`src/rtl/regwrite_scheduler_if.sv`:
```
// Register-file write scheduler bus: ID issue, MEM/WB write-back, link path
// and register-file write port. clock/reset stay plain ports on the block.
interface regwrite_scheduler_if #(
   parameter int unsigned DATA_W = 64
);
   // ID stage
   logic              id_valid;
   logic [4:0]        id_rn;
   logic [4:0]        id_rm;
   logic              id_rn_used;
   logic              id_rm_used;
   logic [4:0]        id_rd;
   logic              id_rd_write;
   logic              id_link;
   logic              id_stall;
   // Write-back request
   logic              wb_valid;
   logic [4:0]        wb_rd;
   logic [DATA_W-1:0] wb_data;
   // Link request
   logic              link_valid;
   logic [DATA_W-1:0] link_data;
   logic              link_ready;
   // Register file write port
   logic              rf_write_en;
   logic [4:0]        rf_write_reg;
   logic [DATA_W-1:0] rf_write_data;
   logic              rf_branchlink;
   // Debug
   logic [31:0]       pending_mask;

   // Pipeline side: presents instructions and write requests.
   modport master (
      output id_valid, id_rn, id_rm, id_rn_used, id_rm_used, id_rd, id_rd_write, id_link,
      output wb_valid, wb_rd, wb_data, link_valid, link_data,
      input  id_stall, link_ready, rf_write_en, rf_write_reg, rf_write_data, rf_branchlink,
      input  pending_mask
   );

   // Scheduler side.
   modport slave (
      input  id_valid, id_rn, id_rm, id_rn_used, id_rm_used, id_rd, id_rd_write, id_link,
      input  wb_valid, wb_rd, wb_data, link_valid, link_data,
      output id_stall, link_ready, rf_write_en, rf_write_reg, rf_write_data, rf_branchlink,
      output pending_mask
   );
endinterface

```
`src/rtl/regwrite_scheduler.sv`:
```
// Register-file write scheduler for the ID stage.
// Tracks in-flight writes per register (X0..X30, XZR never tracked), stalls ID on a
// pending source or a saturated destination counter, and arbitrates the single write
// port: write-back first, then a buffered link write, then a direct link write.
// Optional feature: define REGSCHED_SAME_CYCLE_CLEAR_EN when the register file is
// write-before-read, so a commit clears its register's hazard in the same cycle.
module regwrite_scheduler #(
   parameter int unsigned CNT_W    = 2,
   parameter int unsigned DATA_W   = 64,
   parameter int unsigned LINK_REG = 30
) (
   input logic                clock,
   input logic                reset,
   regwrite_scheduler_if.slave bus
);

   localparam logic [4:0]       LinkReg = 5'(LINK_REG);
   localparam logic [4:0]       Xzr     = 5'd31;
   localparam logic [CNT_W-1:0] CntMax  = {CNT_W{1'b1}};

   // Pending-write counters and the one-entry displaced-link buffer
   logic [CNT_W-1:0]  cnt_q [31];
   logic [CNT_W-1:0]  cnt_d [31];
   logic              lbuf_full_q, lbuf_full_d;
   logic [DATA_W-1:0] lbuf_data_q, lbuf_data_d;

   // Write port selection
   logic              wr_en;
   logic [4:0]        wr_reg;
   logic [DATA_W-1:0] wr_data;
   logic              wr_bl;

   // Per-register decoded views; bit 31 (XZR) is always zero
   logic [31:0] commit_vec;
   logic [31:0] haz_vec;
   logic [31:0] sat_vec;
   logic [31:0] inc_rd_vec;
   logic [31:0] inc_link_vec;

   logic rn_haz, rm_haz, rd_sat, link_sat;
   logic stall, issue;

   // Write port arbitration: write-back, then buffered link, then direct link
   always_comb begin
      wr_en   = 1'b0;
      wr_reg  = Xzr;
      wr_data = '0;
      wr_bl   = 1'b0;
      if (bus.wb_valid) begin
         wr_en   = 1'b1;
         wr_reg  = bus.wb_rd;
         wr_data = bus.wb_data;
      end else if (lbuf_full_q) begin
         wr_en   = 1'b1;
         wr_reg  = LinkReg;
         wr_data = lbuf_data_q;
         wr_bl   = 1'b1;
      end else if (bus.link_valid) begin
         wr_en   = 1'b1;
         wr_reg  = LinkReg;
         wr_data = bus.link_data;
         wr_bl   = 1'b1;
      end
   end

   // Decode the register being committed this cycle (XZR writes retire nothing)
   always_comb begin
      commit_vec = '0;
      if (wr_en && (wr_reg != Xzr)) begin
         commit_vec[wr_reg] = 1'b1;
      end
   end

   // Hazard and saturation per register
   always_comb begin
      haz_vec = '0;
      sat_vec = '0;
      for (int i = 0; i < 31; i++) begin
`ifdef REGSCHED_SAME_CYCLE_CLEAR_EN
         // cnt - commit != 0; the commit is visible to this cycle's read
         haz_vec[i] = (cnt_q[i] != CNT_W'(commit_vec[i]));
`else
         haz_vec[i] = (cnt_q[i] != '0);
`endif
         sat_vec[i] = (cnt_q[i] == CntMax);
      end
   end

   // Stall / issue decision for the instruction in ID
   always_comb begin
      rn_haz   = bus.id_rn_used & (bus.id_rn != Xzr) & haz_vec[bus.id_rn];
      rm_haz   = bus.id_rm_used & (bus.id_rm != Xzr) & haz_vec[bus.id_rm];
      rd_sat   = bus.id_rd_write & (bus.id_rd != Xzr) & sat_vec[bus.id_rd];
      link_sat = bus.id_link & sat_vec[LinkReg];
      stall    = bus.id_valid & (rn_haz | rm_haz | rd_sat | link_sat);
      issue    = bus.id_valid & ~stall;
   end

   // Counter increments for an issuing instruction
   always_comb begin
      inc_rd_vec   = '0;
      inc_link_vec = '0;
      if (issue && bus.id_rd_write && (bus.id_rd != Xzr)) begin
         inc_rd_vec[bus.id_rd] = 1'b1;
      end
      if (issue && bus.id_link) begin
         inc_link_vec[LinkReg] = 1'b1;
      end
   end

   // Counter next state: issue and commit on one register cancel out
   always_comb begin
      for (int i = 0; i < 31; i++) begin
         cnt_d[i] = cnt_q[i] + CNT_W'(inc_rd_vec[i]) + CNT_W'(inc_link_vec[i])
                    - CNT_W'(commit_vec[i]);
      end
   end

   // Link buffer: drains whenever write-back leaves the port free, captures a
   // link request displaced by write-back when empty
   always_comb begin
      lbuf_full_d = lbuf_full_q;
      lbuf_data_d = lbuf_data_q;
      if (lbuf_full_q) begin
         if (!bus.wb_valid) begin
            lbuf_full_d = 1'b0;
         end
      end else if (bus.wb_valid && bus.link_valid) begin
         lbuf_full_d = 1'b1;
         lbuf_data_d = bus.link_data;
      end
   end

   // State registers with asynchronous active-low clear
   always_ff @(posedge clock or negedge reset) begin
      if (!reset) begin
         cnt_q       <= '{default: '0};
         lbuf_full_q <= 1'b0;
         lbuf_data_q <= '0;
      end else begin
         cnt_q       <= cnt_d;
         lbuf_full_q <= lbuf_full_d;
         lbuf_data_q <= lbuf_data_d;
      end
   end

   // Debug view of non-zero counters
   always_comb begin
      bus.pending_mask = '0;
      for (int i = 0; i < 31; i++) begin
         bus.pending_mask[i] = (cnt_q[i] != '0);
      end
   end

   assign bus.id_stall      = stall;
   assign bus.link_ready    = ~lbuf_full_q;
   assign bus.rf_write_en   = wr_en;
   assign bus.rf_write_reg  = wr_reg;
   assign bus.rf_write_data = wr_data;
   assign bus.rf_branchlink = wr_bl;

endmodule

```
`src/flat_wrapper.sv`:
```
// flat-port wrapper written by rule: the top's interface ports become plain ports
module regwrite_scheduler_flat 
#(
   parameter int unsigned CNT_W    = 2,
   parameter int unsigned DATA_W   = 64,
   parameter int unsigned LINK_REG = 30
)
  (clock, reset, bus_id_valid, bus_id_rn, bus_id_rm, bus_id_rn_used, bus_id_rm_used, bus_id_rd, bus_id_rd_write, bus_id_link, bus_wb_valid, bus_wb_rd, bus_wb_data, bus_link_valid, bus_link_data, bus_id_stall, bus_link_ready, bus_rf_write_en, bus_rf_write_reg, bus_rf_write_data, bus_rf_branchlink, bus_pending_mask);
  regwrite_scheduler_if #(.DATA_W(DATA_W)) bus_i ();
  input logic clock;
  input logic reset;
  input wire logic [$bits(bus_i.id_valid)-1:0] bus_id_valid;
  input wire logic [$bits(bus_i.id_rn)-1:0] bus_id_rn;
  input wire logic [$bits(bus_i.id_rm)-1:0] bus_id_rm;
  input wire logic [$bits(bus_i.id_rn_used)-1:0] bus_id_rn_used;
  input wire logic [$bits(bus_i.id_rm_used)-1:0] bus_id_rm_used;
  input wire logic [$bits(bus_i.id_rd)-1:0] bus_id_rd;
  input wire logic [$bits(bus_i.id_rd_write)-1:0] bus_id_rd_write;
  input wire logic [$bits(bus_i.id_link)-1:0] bus_id_link;
  input wire logic [$bits(bus_i.wb_valid)-1:0] bus_wb_valid;
  input wire logic [$bits(bus_i.wb_rd)-1:0] bus_wb_rd;
  input wire logic [$bits(bus_i.wb_data)-1:0] bus_wb_data;
  input wire logic [$bits(bus_i.link_valid)-1:0] bus_link_valid;
  input wire logic [$bits(bus_i.link_data)-1:0] bus_link_data;
  output wire logic [$bits(bus_i.id_stall)-1:0] bus_id_stall;
  output wire logic [$bits(bus_i.link_ready)-1:0] bus_link_ready;
  output wire logic [$bits(bus_i.rf_write_en)-1:0] bus_rf_write_en;
  output wire logic [$bits(bus_i.rf_write_reg)-1:0] bus_rf_write_reg;
  output wire logic [$bits(bus_i.rf_write_data)-1:0] bus_rf_write_data;
  output wire logic [$bits(bus_i.rf_branchlink)-1:0] bus_rf_branchlink;
  output wire logic [$bits(bus_i.pending_mask)-1:0] bus_pending_mask;
  assign bus_i.id_valid = bus_id_valid;
  assign bus_i.id_rn = bus_id_rn;
  assign bus_i.id_rm = bus_id_rm;
  assign bus_i.id_rn_used = bus_id_rn_used;
  assign bus_i.id_rm_used = bus_id_rm_used;
  assign bus_i.id_rd = bus_id_rd;
  assign bus_i.id_rd_write = bus_id_rd_write;
  assign bus_i.id_link = bus_id_link;
  assign bus_i.wb_valid = bus_wb_valid;
  assign bus_i.wb_rd = bus_wb_rd;
  assign bus_i.wb_data = bus_wb_data;
  assign bus_i.link_valid = bus_link_valid;
  assign bus_i.link_data = bus_link_data;
  assign bus_id_stall = bus_i.id_stall;
  assign bus_link_ready = bus_i.link_ready;
  assign bus_rf_write_en = bus_i.rf_write_en;
  assign bus_rf_write_reg = bus_i.rf_write_reg;
  assign bus_rf_write_data = bus_i.rf_write_data;
  assign bus_rf_branchlink = bus_i.rf_branchlink;
  assign bus_pending_mask = bus_i.pending_mask;
  regwrite_scheduler #(.CNT_W(CNT_W), .DATA_W(DATA_W), .LINK_REG(LINK_REG)) u_core (.clock(clock), .reset(reset), .bus(bus_i));
endmodule
```
`config.mk`:
```
export PLATFORM = sky130hd
export DESIGN_NAME = regwrite_scheduler_flat
export DESIGN_NICKNAME = d
export VERILOG_FILES = /design/src/rtl/regwrite_scheduler_if.sv /design/src/rtl/regwrite_scheduler.sv /design/src/flat_wrapper.sv
export SDC_FILE = /design/constraint.sdc
export NUM_CORES = 1
export LEC_CHECK = 0
export CORE_UTILIZATION = 26
export DETAILED_ROUTE_END_ITERATION = 10
export REMOVE_ABC_BUFFERS = 1
export SLEW_MARGIN = 20
export SYNTH_ARGS = -nofsm -noshare
export SYNTH_HDL_FRONTEND = slang
export SYNTH_SLANG_ARGS = --single-unit
export TNS_END_PERCENT = 10
```
`constraint.sdc`:
```
create_clock -name clock -period 3.55 [get_ports clock]
set_clock_uncertainty 0.2 [all_clocks]
set_input_delay 0.5325 -clock clock [delete_from_list [all_inputs] [get_ports clock]]
set_output_delay 0.5325 -clock clock [all_outputs]
set_load 0.02 [all_outputs]
```
== Yosys cells after proc, flatten, opt, wreduce, memory -nomap -nowiden ==
Cells that the tools add are included.

* $lt $le $gt $ge: 6
* Add/subtract/negate cells: 63
* Muxes and demuxes: 26
* Eq/ne operators: 35
* Bitwise logic cells: 14
* Reduce and logical (&&, ||, !) cells: 39

{| class="wikitable"
|+ Operator list
! cell !! number
|-
| 64-bit 2-to-1 mux || 3
|-
| 2-bit by 1-bit adder with 2-bit output || 32
|-
| 2-bit == test, second input constant || 31
|-
| 31-bit 2-to-1 mux || 2
|-
| 2-bit nonzero test || 31
|-
| 2-bit by 1-bit subtractor with 2-bit output || 31
|-
| 5-bit by 6-bit < comparator with 1-bit output, second input constant || 4
|-
| 5-bit inequality test, second input constant || 4
|-
| 1-bit binary-select mux with 5-bit select || 3
|-
| 1-bit 2-to-1 mux || 14
|-
| 1-bit demux with 5-bit select || 2
|-
| 5-bit by 1-bit >= comparator with 1-bit output, second input constant || 2
|-
| 5-bit 2-to-1 mux || 2
|-
| 1-bit bitwise AND || 9
|-
| 1-bit logical AND || 7
|-
| 1-bit OR || 3
|-
| 1-bit NOT || 2
|-
| 2-bit AND reduction || 1
|}

* Output and inout bits: 105
* Bits of input ports: 157
* Flip-flop bits (word level): 127
* Word-level logic and storage cells: 216

== Depth between registers and ports, before layout ==
Gate-level depths: netlist of the first run.

* Word-level depth: 16
* Mapped depth: 13
* Depth with buffers taken out: 11

== Least setup slack after synthesis of the first run ==
Ideal clock, no wire load.

* Path type: input to register
* Start: in bus_id_rn[0]
* End: reg u_core.cnt_q[1] (netlist name)
* Required time: 3.227 ns
* Setup time: 0.123 ns
* Buffers on the path: 2
* Arrival time: 3.276 ns
* Stages: 11
* Setup slack: -0.049 ns
* Cells stage by stage: buf_1 mux4_2 o221ai_2 o311ai_1 or2_1 buf_2 or3_1 ha_1 fa_1 xor2_1 xnor2_1

{| class="wikitable"
|+ RTL lines
! item !! line !! source
|-
| from (decl) || flat_wrapper.sv:13 || <nowiki>input wire logic [$bits(bus_i.id_rn)-1:0] bus_id_rn;</nowiki>
|-
| to (signal assigned) || regwrite_scheduler.sv:141 || <nowiki>cnt_q <= cnt_d;</nowiki>
|-
| to (decl) || regwrite_scheduler.sv:22 || <nowiki>logic [CNT_W-1:0] cnt_q [31];</nowiki>
|}

==> reports/qor.json, run 1 <==
{
  "outcome": {"value": "complete, no violations"},
  "number_of_flops_mapped_to_enable_cells_by_yosys": {"value": 0},
  "drt_drc_violations_left": {"value": 0},
  "drtPass1Iterations": {"value": 5},
  "place_congestion": {"value": 0.882},
  "synth.cell_area": {"value": 0.00851, "unit": "sq mm"},
  "placed_cell_area": {"value": 0.0120, "unit": "sq mm"},
  "die_area": {"value": 0.0334, "unit": "sq mm"},
  "hold_path_class": {"value": "reg -> reg"},
  "final-setup-viol-count": {"value": 0},
  "power.share.sequential": {"value": 0.319},
  "slew_headroom": {"value": 0.400},
  "critical_path_peak_fanout": {"value": 6},
  "die_h": {"value": 183, "unit": "um"},
  "yosys.cell_count.top_type": {"value": "sky130_fd_sc_hd__dfrtp_1"},
  "ys_ff_latch": {"value": 127},
  "floorplan.die.width": {"value": 183, "unit": "um"},
  "tritoncts_num_sinks": {"value": 127},
  "placeableCoreArea": {"value": 0.0319, "unit": "sq mm"},
  "post_drt_via_cell_ratio": {"value": 4.75},
  "timing.hold.worst_path_depth": {"value": 1},
  "cp-start-kind": {"value": "input pin"},
  "drt_iter0_markers": {"value": 429},
  "synthTopCellsByArea": {"value": "sky130_fd_sc_hd__dfrtp_1, sky130_fd_sc_hd__ha_1, sky130_fd_sc_hd__mux2_2, sky130_fd_sc_hd__xnor2_1, sky130_fd_sc_hd__a22oi_1"},
  "power_per_cell_area": {"value": 568, "unit": "mW/mm^2"},
  "tightestPinTransition": {"value": 900, "unit": "ps"},
  "number_of_port_buffers": {"value": 260},
  "postSynth.topFlopCell": {"value": "sky130_fd_sc_hd__dfrtp_1"},
  "globalRouteTotalUtil": {"value": 0.174},
  "layout-drive-gt1-share": {"value": 0.174},
  "yosys.cell_types.count": {"value": 60},
  "first_pass_grt_wire_length": {"value": 44.2, "unit": "mm"},
  "half_perimeter_wire_length_after_detailed_placement": {"value": 21.8, "unit": "mm"},
  "stdcell_count": {"value": 1640},
  "tritoncts": {"value": "built"},
  "clkPwrFrac": {"value": 0.262},
  "filler_cell_count": {"value": 3212},
  "cts.htree.levels": {"value": 4},
  "final_net_count": {"value": 1411},
  "worstSetupStartpoint": {"value": "bus_id_rd[0]"},
  "synth_area_leader_cell": {"value": "sky130_fd_sc_hd__dfrtp_1"},
  "synthCells": {"value": 897},
  "static-leakage-power": {"value": 5.41, "unit": "nW"},
  "timing.critical_path.arrival": {"value": 3610, "unit": "ps"},
  "synth_top_cell_area_share": {"value": 0.374},
  "first_global_vias": {"value": 7728},
  "layout.core_utilization": {"value": 0.397},
  "regToRegStartpoint": {"value": "u_core.cnt_q[7]$_DFF_PN0_"},
  "grt.overflow.total": {"value": 0},
  "avgRoutedWirePerCell": {"value": 17.6, "unit": "um"},
  "clockRootBuffer": {"value": "sky130_fd_sc_hd__clkbuf_16"},
  "ys_async_sr_fraction": {"value": 1.00},
  "ioPinCount": {"value": 262},
  "wirelength": {"value": 28.9, "unit": "mm"},
  "fmax": {"value": 285, "unit": "MHz"},
  "antenna_found_initial": {"value": 1},
  "criticalPathCategory": {"value": "in -> reg"},
  "cap_viol_max_count": {"value": 0},
  "max-clock-path-buffers": {"value": 2},
  "final-hold-violation-count": {"value": 0},
  "avg_inst_size_synth": {"value": 9.48, "unit": "sq um"},
  "area_growth_syn_to_layout": {"value": 48.8, "unit": "%"},
  "final_antenna_net_count": {"value": 0},
  "power.switching": {"value": 0.00263, "unit": "W"},
  "maxSlewViolCount": {"value": 0},
  "r2r_depth": {"value": 11},
  "timing.hold.worst.start": {"value": "u_core.cnt_q[47]$_DFF_PN0_"},
  "finalWorstSetupSlack": {"value": 40.3, "unit": "ps"},
  "start_util": {"value": 0.267},
  "synth.yosys.seq_area_share": {"value": 0.374},
  "cp-end-kind": {"value": "register"},
  "power.share.switching": {"value": 0.366},
  "worstPathRequired": {"value": 3650, "unit": "ps"},
  "power.share.combinational": {"value": 0.419},
  "worst_skew_pair_latency": {"value": 420, "unit": "ps"},
  "finalWorstPathRequiredPeriod": {"value": 3510, "unit": "ps"},
  "clk_pin_slew": {"value": 60, "unit": "ps"},
  "dpl_worst_slack": {"value": -571, "unit": "ps"},
  "finish.instance_area": {"value": 0.0127, "unit": "sq mm"},
  "synth_warnings": {"value": 0},
  "final_min_period_over_clock_period": {"value": 0.989},
  "grt_start_max_net_pins": {"value": 93},
  "dpl.cell_count": {"value": 1606},
  "num_vias": {"value": 7782},
  "cts_inserted_buffers": {"value": 17},
  "floorplan.rows": {"value": 65},
  "synth.cells.most_frequent": {"value": "sky130_fd_sc_hd__dfrtp_1, sky130_fd_sc_hd__nand2_1, sky130_fd_sc_hd__inv_1"},
  "p_int": {"value": 0.00456, "unit": "W"},
  "unrepaired_setup_endpoints_after_global_routing": {"value": "true"},
  "max-vdd-ir-drop": {"value": 378, "unit": "uV"},
  "power": {"value": 0.00719, "unit": "W"}
}
-- per-stage QoR --
step	hold slack [ps]	TNS [ps]
6_report	293	0
5_1_grt	311	-19.5
4_1_cts	294	0
3_5_place_dp	283	-15090
3_3_place_gp	277	-11730
2_1_floorplan	36.9	-247200
-- logic make-up after synthesis --
| family | after synthesis | share of synthesized area |
|---|---|---|
| and+or+nand+nor | 254 | 0.139 |
| AOI/OAI and AO/OA | 165 | 0.133 |
| buffers and inverters | 144 | 0.0688 |
| DFF | 127 | 0.374 |
| muxes | 82 | 0.130 |
| adders and majority gates | 62 | 0.0921 |
| xor gates and xnor gates | 62 | 0.0638 |
| other | 1 | 0.000441 |
-- layer usage --
metal | global-route usage | vias to the layer above | wire (um)
met4 | 0.0403 | 0 | 394
li1 | - | 3699 | -
met5 | 0 | - | 0
met3 | 0.0425 | 29 | 2270
met1 | 0.221 | 3739 | 12500
met2 | 0.295 | 315 | 13700
-- critical path, cell delays in order --
cell and delay (ps):
sky130_fd_sc_hd__clkdlybuf4s50_1 470, sky130_fd_sc_hd__buf_6 130, sky130_fd_sc_hd__mux4_2 480, sky130_fd_sc_hd__nor2b_1 160, sky130_fd_sc_hd__or4_4 510, sky130_fd_sc_hd__buf_6 150
sky130_fd_sc_hd__o211ai_4 150, sky130_fd_sc_hd__or3_1 130, sky130_fd_sc_hd__ha_1 230, sky130_fd_sc_hd__fa_2 360, sky130_fd_sc_hd__xor2_2 190, sky130_fd_sc_hd__xnor2_1 120
-- cell usage in the layout, fill, tap and decap left out, drive strengths merged, types with 4 or more instances in the layout --
cell and n:
clkdlybuf4s50 254, dfrtp 127, nand2 94, inv 92, buf 72, o21ai 68
mux2 65, a22oi 64, nor2 63, xnor2 61, ha 61, nor3 36
clkbuf 17, mux4 16, or2 14, nand3 12, clkinv 7, nand3b 6
o211ai 6, nand2b 5, nor3b 5, nor2b 5, a211oi 4, a21oi 4
bufinv 4
-- cell type report --
cell class                 instances  area (sq um)  area share
multi-input combinational        626          4770       0.377
timing repair buffer             330          3200       0.253
sequential                       127          3180       0.251
tap                              435           544      0.0430
clock buffer                      17           425      0.0336
inverter                          90           340      0.0269
clock inverter                    14           191      0.0151
antenna                            1          2.50    0.000198
-- power by group through the flow --
stage / combinational, W / sequential, W / clock (W)
3_3_place_gp: 0.00295 / 0.00229 / 0
6_report: 0.00301 / 0.00229 / 0.00188
3_5_place_dp: 0.00301 / 0.00229 / 0
5_1_grt: 0.00328 / 0.00234 / 0.00199
2_1_floorplan: 0.00158 / 0.00220 / 0
4_1_cts: 0.00304 / 0.00228 / 0.00193
-- repair_timing --
action,CTS,global route
pin swaps,0,4
resized for setup,10,7
setup buffers,0,1
hold buffers,1,0
endpoints found under the setup margin,2,2
hold endpoints to repair,61,0
-- flip-flops by register name, indices dropped and copies added (netlist names) --
name                count
u_core.cnt_q           62
u_core.lbuf_data_q     64
u_core.lbuf_full_q      1
-- final timing paths --
path                       slack [ps]                            endpoint
min in group asynchronous         450          u_core.cnt_q[17]$_DFF_PN0_
max in group asynchronous        1880  u_core.lbuf_data_q[54]$_DFFE_PN0P_
hold reg to reg                   290          u_core.cnt_q[47]$_DFF_PN0_
setup / recovery                   40           u_core.cnt_q[1]$_DFF_PN0_
hold / removal                    290          u_core.cnt_q[47]$_DFF_PN0_
setup reg to reg                  100           u_core.cnt_q[1]$_DFF_PN0_
Power figures use the tool's default switching activity.
==> run 2, diff against run 1 <==
--- a/config.mk
+++ b/config.mk
@@ -7,6 +7,7 @@
 export LEC_CHECK = 0
 export CORE_UTILIZATION = 26
 export DETAILED_ROUTE_END_ITERATION = 10
+export MAX_ROUTING_LAYER = met4
 export REMOVE_ABC_BUFFERS = 1
 export SLEW_MARGIN = 20
 export SYNTH_ARGS = -nofsm -noshare
==> run 2 against run 1 <==
Final cell count is essentially flat; global-route usage up 0.32 points; clock power fell by 3%; via count grew 0.23%; clock-buffer cell count unchanged; design area shrank 0.34%; core utilization down 0.13 points; highest routed layer unchanged; combinational power barely moved; die area unchanged; critical path type is now reg -> out; hold slack got worse by 2.3 ps.
==> reports/qor.json, run 2 (same netlist as run 1, synthesis figures left out) <==
{
  "cp-end-kind": {"value": "output pin"},
  "largest_register_ff_count": {"value": 64},
  "clockRootBuffer": {"value": "sky130_fd_sc_hd__clkbuf_16"},
  "multi_input_comb_area": {"value": 0.00476, "unit": "sq mm"},
  "largest-register": {"value": "u_core.lbuf_data_q"},
  "placeableCoreArea": {"value": 0.0319, "unit": "sq mm"},
  "layout-drive-gt1-share": {"value": 0.174},
  "number_of_port_buffers": {"value": 260},
  "max-vdd-ir-drop": {"value": 419, "unit": "uV"},
  "globalRouteTotalUtil": {"value": 0.177},
  "finalWorstPathRequiredPeriod": {"value": 3480, "unit": "ps"},
  "wirelength": {"value": 28.8, "unit": "mm"},
  "register_area": {"value": 0.00318, "unit": "sq mm"},
  "outcome": {"value": "complete, no violations"},
  "final_min_period_over_clock_period": {"value": 0.980},
  "dpl_worst_slack": {"value": -580, "unit": "ps"},
  "final_cell_mix": {"value": "sky130_fd_sc_hd__clkdlybuf4s50_1, sky130_fd_sc_hd__dfrtp_1, sky130_fd_sc_hd__nand2_1"},
  "filler_cell_count": {"value": 3222},
  "antenna_found_initial": {"value": 2},
  "finalWorstSetupSlack": {"value": 71.8, "unit": "ps"},
  "drt_drc_violations_left": {"value": 0},
  "fmax": {"value": 288, "unit": "MHz"},
  "tritoncts": {"value": "built"},
  "die_h": {"value": 183, "unit": "um"},
  "unrepaired_setup_endpoints_after_global_routing": {"value": "true"},
  "worstPathRequired": {"value": 2820, "unit": "ps"},
  "slew_headroom": {"value": 0.408},
  "post_drt_via_cell_ratio": {"value": 4.75},
  "place_congestion": {"value": 0.941},
  "hold_path_class": {"value": "reg -> reg"},
  "layout.cells.most_common": {"value": "sky130_fd_sc_hd__clkdlybuf4s50_1"},
  "area_growth_syn_to_layout": {"value": 48.3, "unit": "%"},
  "final-hold-violation-count": {"value": 0},
  "timing.critical_path.arrival": {"value": 2750, "unit": "ps"},
  "layout.core_utilization": {"value": 0.396},
  "floorplan.rows": {"value": 65},
  "placed_cell_area": {"value": 0.0120, "unit": "sq mm"},
  "final_antenna_net_count": {"value": 0},
  "drtPass1Iterations": {"value": 5},
  "tritoncts_num_sinks": {"value": 127},
  "maxSlewViolCount": {"value": 0},
  "floorplan.die.width": {"value": 183, "unit": "um"},
  "cts_inserted_buffers": {"value": 17},
  "cts.htree.levels": {"value": 4},
  "clk_pin_slew": {"value": 60, "unit": "ps"},
  "cap_viol_max_count": {"value": 0},
  "final_net_count": {"value": 1410},
  "tightestPinTransition": {"value": 887, "unit": "ps"},
  "grt.overflow.total": {"value": 0},
  "first_global_vias": {"value": 7623},
  "half_perimeter_wire_length_after_detailed_placement": {"value": 21.9, "unit": "mm"},
  "power_per_cell_area": {"value": 563, "unit": "mW/mm^2"},
  "finish.instance_area": {"value": 0.0126, "unit": "sq mm"},
  "grt_start_max_net_pins": {"value": 93},
  "first_pass_grt_wire_length": {"value": 43.4, "unit": "mm"},
  "static-leakage-power": {"value": 5.39, "unit": "nW"},
  "die_area": {"value": 0.0334, "unit": "sq mm"},
  "criticalPathCategory": {"value": "reg -> out"},
  "num_vias": {"value": 7800},
  "worst_skew_pair_latency": {"value": 430, "unit": "ps"},
  "critical_path_peak_fanout": {"value": 4},
  "avgRoutedWirePerCell": {"value": 17.5, "unit": "um"},
  "drt_iter0_markers": {"value": 356},
  "start_util": {"value": 0.267},
  "max-clock-path-buffers": {"value": 2},
  "top_regs": {"value": "u_core.lbuf_data_q x64, u_core.cnt_q x62, u_core.lbuf_full_q x1"},
  "ioPinCount": {"value": 262},
  "final-setup-viol-count": {"value": 0},
  "cp-start-kind": {"value": "register"}
}
run 2: repair_timing:
action / CTS / global route
gates resized for setup: 8 / 6
endpoints found under the setup margin: 2 / 2
endpoints found under the hold margin: 67 / 0
buffers inserted: 1 / 0
cloned: 0 / 0
hold buffers: 1 / 0
run 2: final cells by class:
type                    instances  share of cell area
inverters                      90              0.0268
well taps                     435              0.0431
multi-input cells             626               0.378
flip-flops and latches        127               0.252
diodes                          2            0.000397
clock inverters                15              0.0142
repair buffers                329               0.252
clock buffers                  17              0.0337
run 2: stage by stage:
step	cells	TNS (ps)	total power, W	hold WS, ps
final	1641	0	0.00710	291
after global routing	1641	-13.0	0.00754	318
after CTS	1639	0	0.00719	295
after detailed placement	1605	-15600	0.00530	283
after global placement	1605	-11930	0.00525	275
after floorplan	843	-247200	0.00378	36.9
run 2: worst paths after layout:
path / depth (start not counted) / slack [ps] / start / endpoint
worst max-delay path: 7 / 70 / u_core.cnt_q[11]$_DFF_PN0_ / bus_id_stall
worst min-delay path: 1 / 290 / u_core.cnt_q[13]$_DFF_PN0_ / u_core.cnt_q[13]$_DFF_PN0_
worst max register to register: 11 / 90 / u_core.cnt_q[11]$_DFF_PN0_ / u_core.cnt_q[1]$_DFF_PN0_
worst min register to register: 1 / 290 / u_core.cnt_q[13]$_DFF_PN0_ / u_core.cnt_q[13]$_DFF_PN0_
max in group asynchronous: 3 / 1860 / reset / u_core.cnt_q[45]$_DFF_PN0_
min in group asynchronous: 2 / 470 / reset / u_core.cnt_q[16]$_DFF_PN0_
run 2: power by group:
group / total, W / internal (W) / switching, W
sequential: 0.00229 / 0.00191 / 0.000387
clock: 0.00182 / 0.00106 / 0.000760
combinational: 0.00299 / 0.00147 / 0.00153
total: 0.00710 / 0.00443 / 0.00267
run 2: routing by layer:
metal,track usage,wire [um],vias up,share of wire
met5,-,0,-,0
li1,-,-,3709,-
met2,0.284,13700,301,0.47
met3,0.0399,2030,35,0.071
met4,0.0580,528,0,0.018
met1,0.220,12600,3755,0.44
run 2: worst max-delay path, stage by stage (launching register included):
cell and delay [ps]:
sky130_fd_sc_hd__dfrtp_1 450, sky130_fd_sc_hd__nand2_2 100, sky130_fd_sc_hd__mux4_2 460, sky130_fd_sc_hd__o2111a_1 240, sky130_fd_sc_hd__or4_4 540, sky130_fd_sc_hd__o21a_1 220
sky130_fd_sc_hd__a21boi_2 150, sky130_fd_sc_hd__buf_4 150
==> run 3, diff against run 2 <==
==> constraint.sdc (replaced) <==
create_clock -name clock -period 4.3 [get_ports clock]
set_clock_uncertainty 0.2 [all_clocks]
set_input_delay 0.645 -clock clock [delete_from_list [all_inputs] [get_ports clock]]
set_output_delay 0.645 -clock clock [all_outputs]
set_load 0.02 [all_outputs]
==> run 3 against run 2 <==
Wire length increased by 0.21%; core utilization decreased by 0.97 points; clock-buffer cell count increased by 3; non-clock buffer count decreased by 31; setup slack improved by 180 ps; clock power decreased by 20%; combinational power decreased by 21%; final cell count decreased by 2.0%; global-route usage increased by 0.33 points; hold slack got worse by 170 ps.
==> reports/qor.json, run 3 (same netlist as run 1, synthesis figures left out) <==
{
  "outcome": {"value": "complete, no violations"},
  "max-vdd-ir-drop": {"value": 282, "unit": "uV"},
  "final_net_count": {"value": 1379},
  "static-leakage-power": {"value": 5.20, "unit": "nW"},
  "finalWorstSetupSlack": {"value": 247, "unit": "ps"},
  "regToRegStartpoint": {"value": "u_core.cnt_q[27]$_DFF_PN0_"},
  "drtPass1Iterations": {"value": 5},
  "maxSlewViolCount": {"value": 0},
  "register_area": {"value": 0.00318, "unit": "sq mm"},
  "number_of_port_buffers": {"value": 260},
  "critPathSlowestCell": {"value": "sky130_fd_sc_hd__clkdlybuf4s50_1"},
  "drt_iter0_markers": {"value": 450},
  "largest-register": {"value": "u_core.lbuf_data_q"},
  "top_regs": {"value": "u_core.lbuf_data_q x64, u_core.cnt_q x62, u_core.lbuf_full_q x1"},
  "layout.cells.most_common": {"value": "sky130_fd_sc_hd__clkdlybuf4s50_1"},
  "clockRootBuffer": {"value": "sky130_fd_sc_hd__clkbuf_16"},
  "slowest_delay": {"value": 550, "unit": "ps"},
  "start_util": {"value": 0.267},
  "finalWorstPathRequiredPeriod": {"value": 4050, "unit": "ps"},
  "grtUsageMet3": {"value": 0.0423},
  "clk_pin_slew": {"value": 60, "unit": "ps"},
  "final_min_period_over_clock_period": {"value": 0.943},
  "cp-end-kind": {"value": "output pin"},
  "grt.overflow.total": {"value": 0},
  "reg2reg_setup_slack": {"value": 750, "unit": "ps"},
  "globalRouteMet1Util": {"value": 0.219},
  "tritoncts": {"value": "built"},
  "max-clock-path-buffers": {"value": 2},
  "final-setup-viol-count": {"value": 0},
  "area_growth_syn_to_layout": {"value": 44.7, "unit": "%"},
  "tritoncts_num_sinks": {"value": 127},
  "final_cell_mix": {"value": "sky130_fd_sc_hd__clkdlybuf4s50_1, sky130_fd_sc_hd__dfrtp_1, sky130_fd_sc_hd__nand2_1"},
  "filler_cell_count": {"value": 3219},
  "cp-start-kind": {"value": "input pin"},
  "worst_r2r_endpoint": {"value": "u_core.cnt_q[1]$_DFF_PN0_"},
  "drt_drc_violations_left": {"value": 0},
  "antennaDiodeCount": {"value": 0},
  "largest_register_ff_count": {"value": 64},
  "hold_path_class": {"value": "in -> async"},
  "fmax": {"value": 247, "unit": "MHz"},
  "r2r_depth": {"value": 10},
  "dpl_worst_slack": {"value": -26.3, "unit": "ps"},
  "worstPathRequired": {"value": 3450, "unit": "ps"},
  "met2_usage": {"value": 0.298},
  "ctsHoldBuffers": {"value": 0},
  "grt_start_max_net_pins": {"value": 98},
  "first_global_vias": {"value": 7912},
  "grt_busiest_layer": {"value": "met2"},
  "floorplan.rows": {"value": 65},
  "first_pass_grt_wire_length": {"value": 44.4, "unit": "mm"},
  "worst_skew_pair_latency": {"value": 420, "unit": "ps"},
  "criticalPathCategory": {"value": "in -> out"},
  "globalRouteTotalUtil": {"value": 0.180},
  "cell_family_with_most_cp_delay": {"value": "buffers and inverters"},
  "unrepaired_setup_endpoints_after_global_routing": {"value": "false"},
  "avgRoutedWirePerCell": {"value": 17.9, "unit": "um"},
  "final_antenna_net_count": {"value": 0},
  "cts.htree.levels": {"value": 4},
  "half_perimeter_wire_length_after_detailed_placement": {"value": 22.0, "unit": "mm"},
  "post_drt_via_cell_ratio": {"value": 4.79},
  "timing.critical_path.arrival": {"value": 3210, "unit": "ps"},
  "num_vias": {"value": 7703},
  "ioPinCount": {"value": 262},
  "timing.critical_path.cells": {"value": "clkdlybuf4s50_1 -> mux4_2 -> o2111a_1 -> or4_4 -> o21a_1 -> a21boi_1 -> dlygate4sd2_1"},
  "cts_inserted_buffers": {"value": 17},
  "placeableCoreArea": {"value": 0.0319, "unit": "sq mm"},
  "multi_input_comb_area": {"value": 0.00475, "unit": "sq mm"},
  "critical_path_peak_fanout": {"value": 3},
  "stdcell_count": {"value": 1608},
  "slew_headroom": {"value": 0.353},
  "power_per_cell_area": {"value": 465, "unit": "mW/mm^2"},
  "place_congestion": {"value": 0.899},
  "worstPathBufferInverterCount": {"value": 2},
  "final-hold-violation-count": {"value": 0},
  "die_h": {"value": 183, "unit": "um"},
  "antenna_found_initial": {"value": 0},
  "cap_viol_max_count": {"value": 0},
  "die_area": {"value": 0.0334, "unit": "sq mm"},
  "layout-drive-gt1-share": {"value": 0.148},
  "tightestPinTransition": {"value": 970, "unit": "ps"},
  "dpl.cell_count": {"value": 1576},
  "wirelength": {"value": 28.8, "unit": "mm"},
  "floorplan.die.width": {"value": 183, "unit": "um"}
}
==> run 3: cell type report <==
type | instances | area share
flip-flops and latches | 127 | 0.258
repair buffers | 298 | 0.236
clock buffers | 20 | 0.0371
well taps | 435 | 0.0442
inverters | 90 | 0.0275
multi-input cells | 626 | 0.386
clock inverters | 12 | 0.0102
==> run 3: report_power, final <==
group	internal, W	switching (W)	leakage (nW)
combinational	0.00113	0.00122	3.42
sequential	0.00157	0.000336	1.51
clock	0.000841	0.000620	0.276
==> run 3: timing repair <==
item                                   4_1_cts  5_1_grt
endpoints found under the hold margin        0        0
setup endpoints to repair                    1        0
setup buffers                                0        0
gates resized for setup                      1        0
==> run 3: routing by layer <==
| layer | wire length, um | share of wire |
|---|---|---|
| met5 | 0 | 0 |
| met4 | 561 | 0.019 |
| met3 | 2170 | 0.075 |
| met2 | 13600 | 0.47 |
| met1 | 12500 | 0.43 |
==> run 3: worst reg2reg max path, delay by kind of cell (launching register included) <==
kind | cells | cell delay (ps)
simple gates | 3 | 990
fa+ha+maj | 2 | 710
mux | 1 | 490
flops | 1 | 420
compound gates | 2 | 340
xor+xnor | 2 | 280
==> run 3: worst max path at each step <==
stage	from	end	slack, ps	depth (start not counted)
2_1_floorplan	u_core.lbuf_full_q$_DFF_PN0_	u_core.lbuf_data_q[0]$_DFFE_PN0P_	-1920	3
3_3_place_gp	bus_id_rd[1]	bus_id_stall	-50	7
3_5_place_dp	bus_id_rd[1]	bus_id_stall	-30	7
4_1_cts	bus_id_rd[1]	bus_id_stall	240	7
5_1_grt	bus_id_rd[1]	bus_id_stall	110	7
6_report	bus_id_rd[1]	bus_id_stall	250	7
==> run 3: per-stage QoR <==
step	TNS [ps]	hold WS, ps	utilization	cell area (sq um)	total power, W
floorplan	-158100	149	-	8260	0.00312
global placement	-52.7	278	0.368	11700	0.00424
detailed placement	-26.3	283	0.368	11700	0.00429
CTS	0	187	0.386	12300	0.00580
global route	0	183	0.386	12300	0.00610
finish	0	123	0.386	12300	0.00572
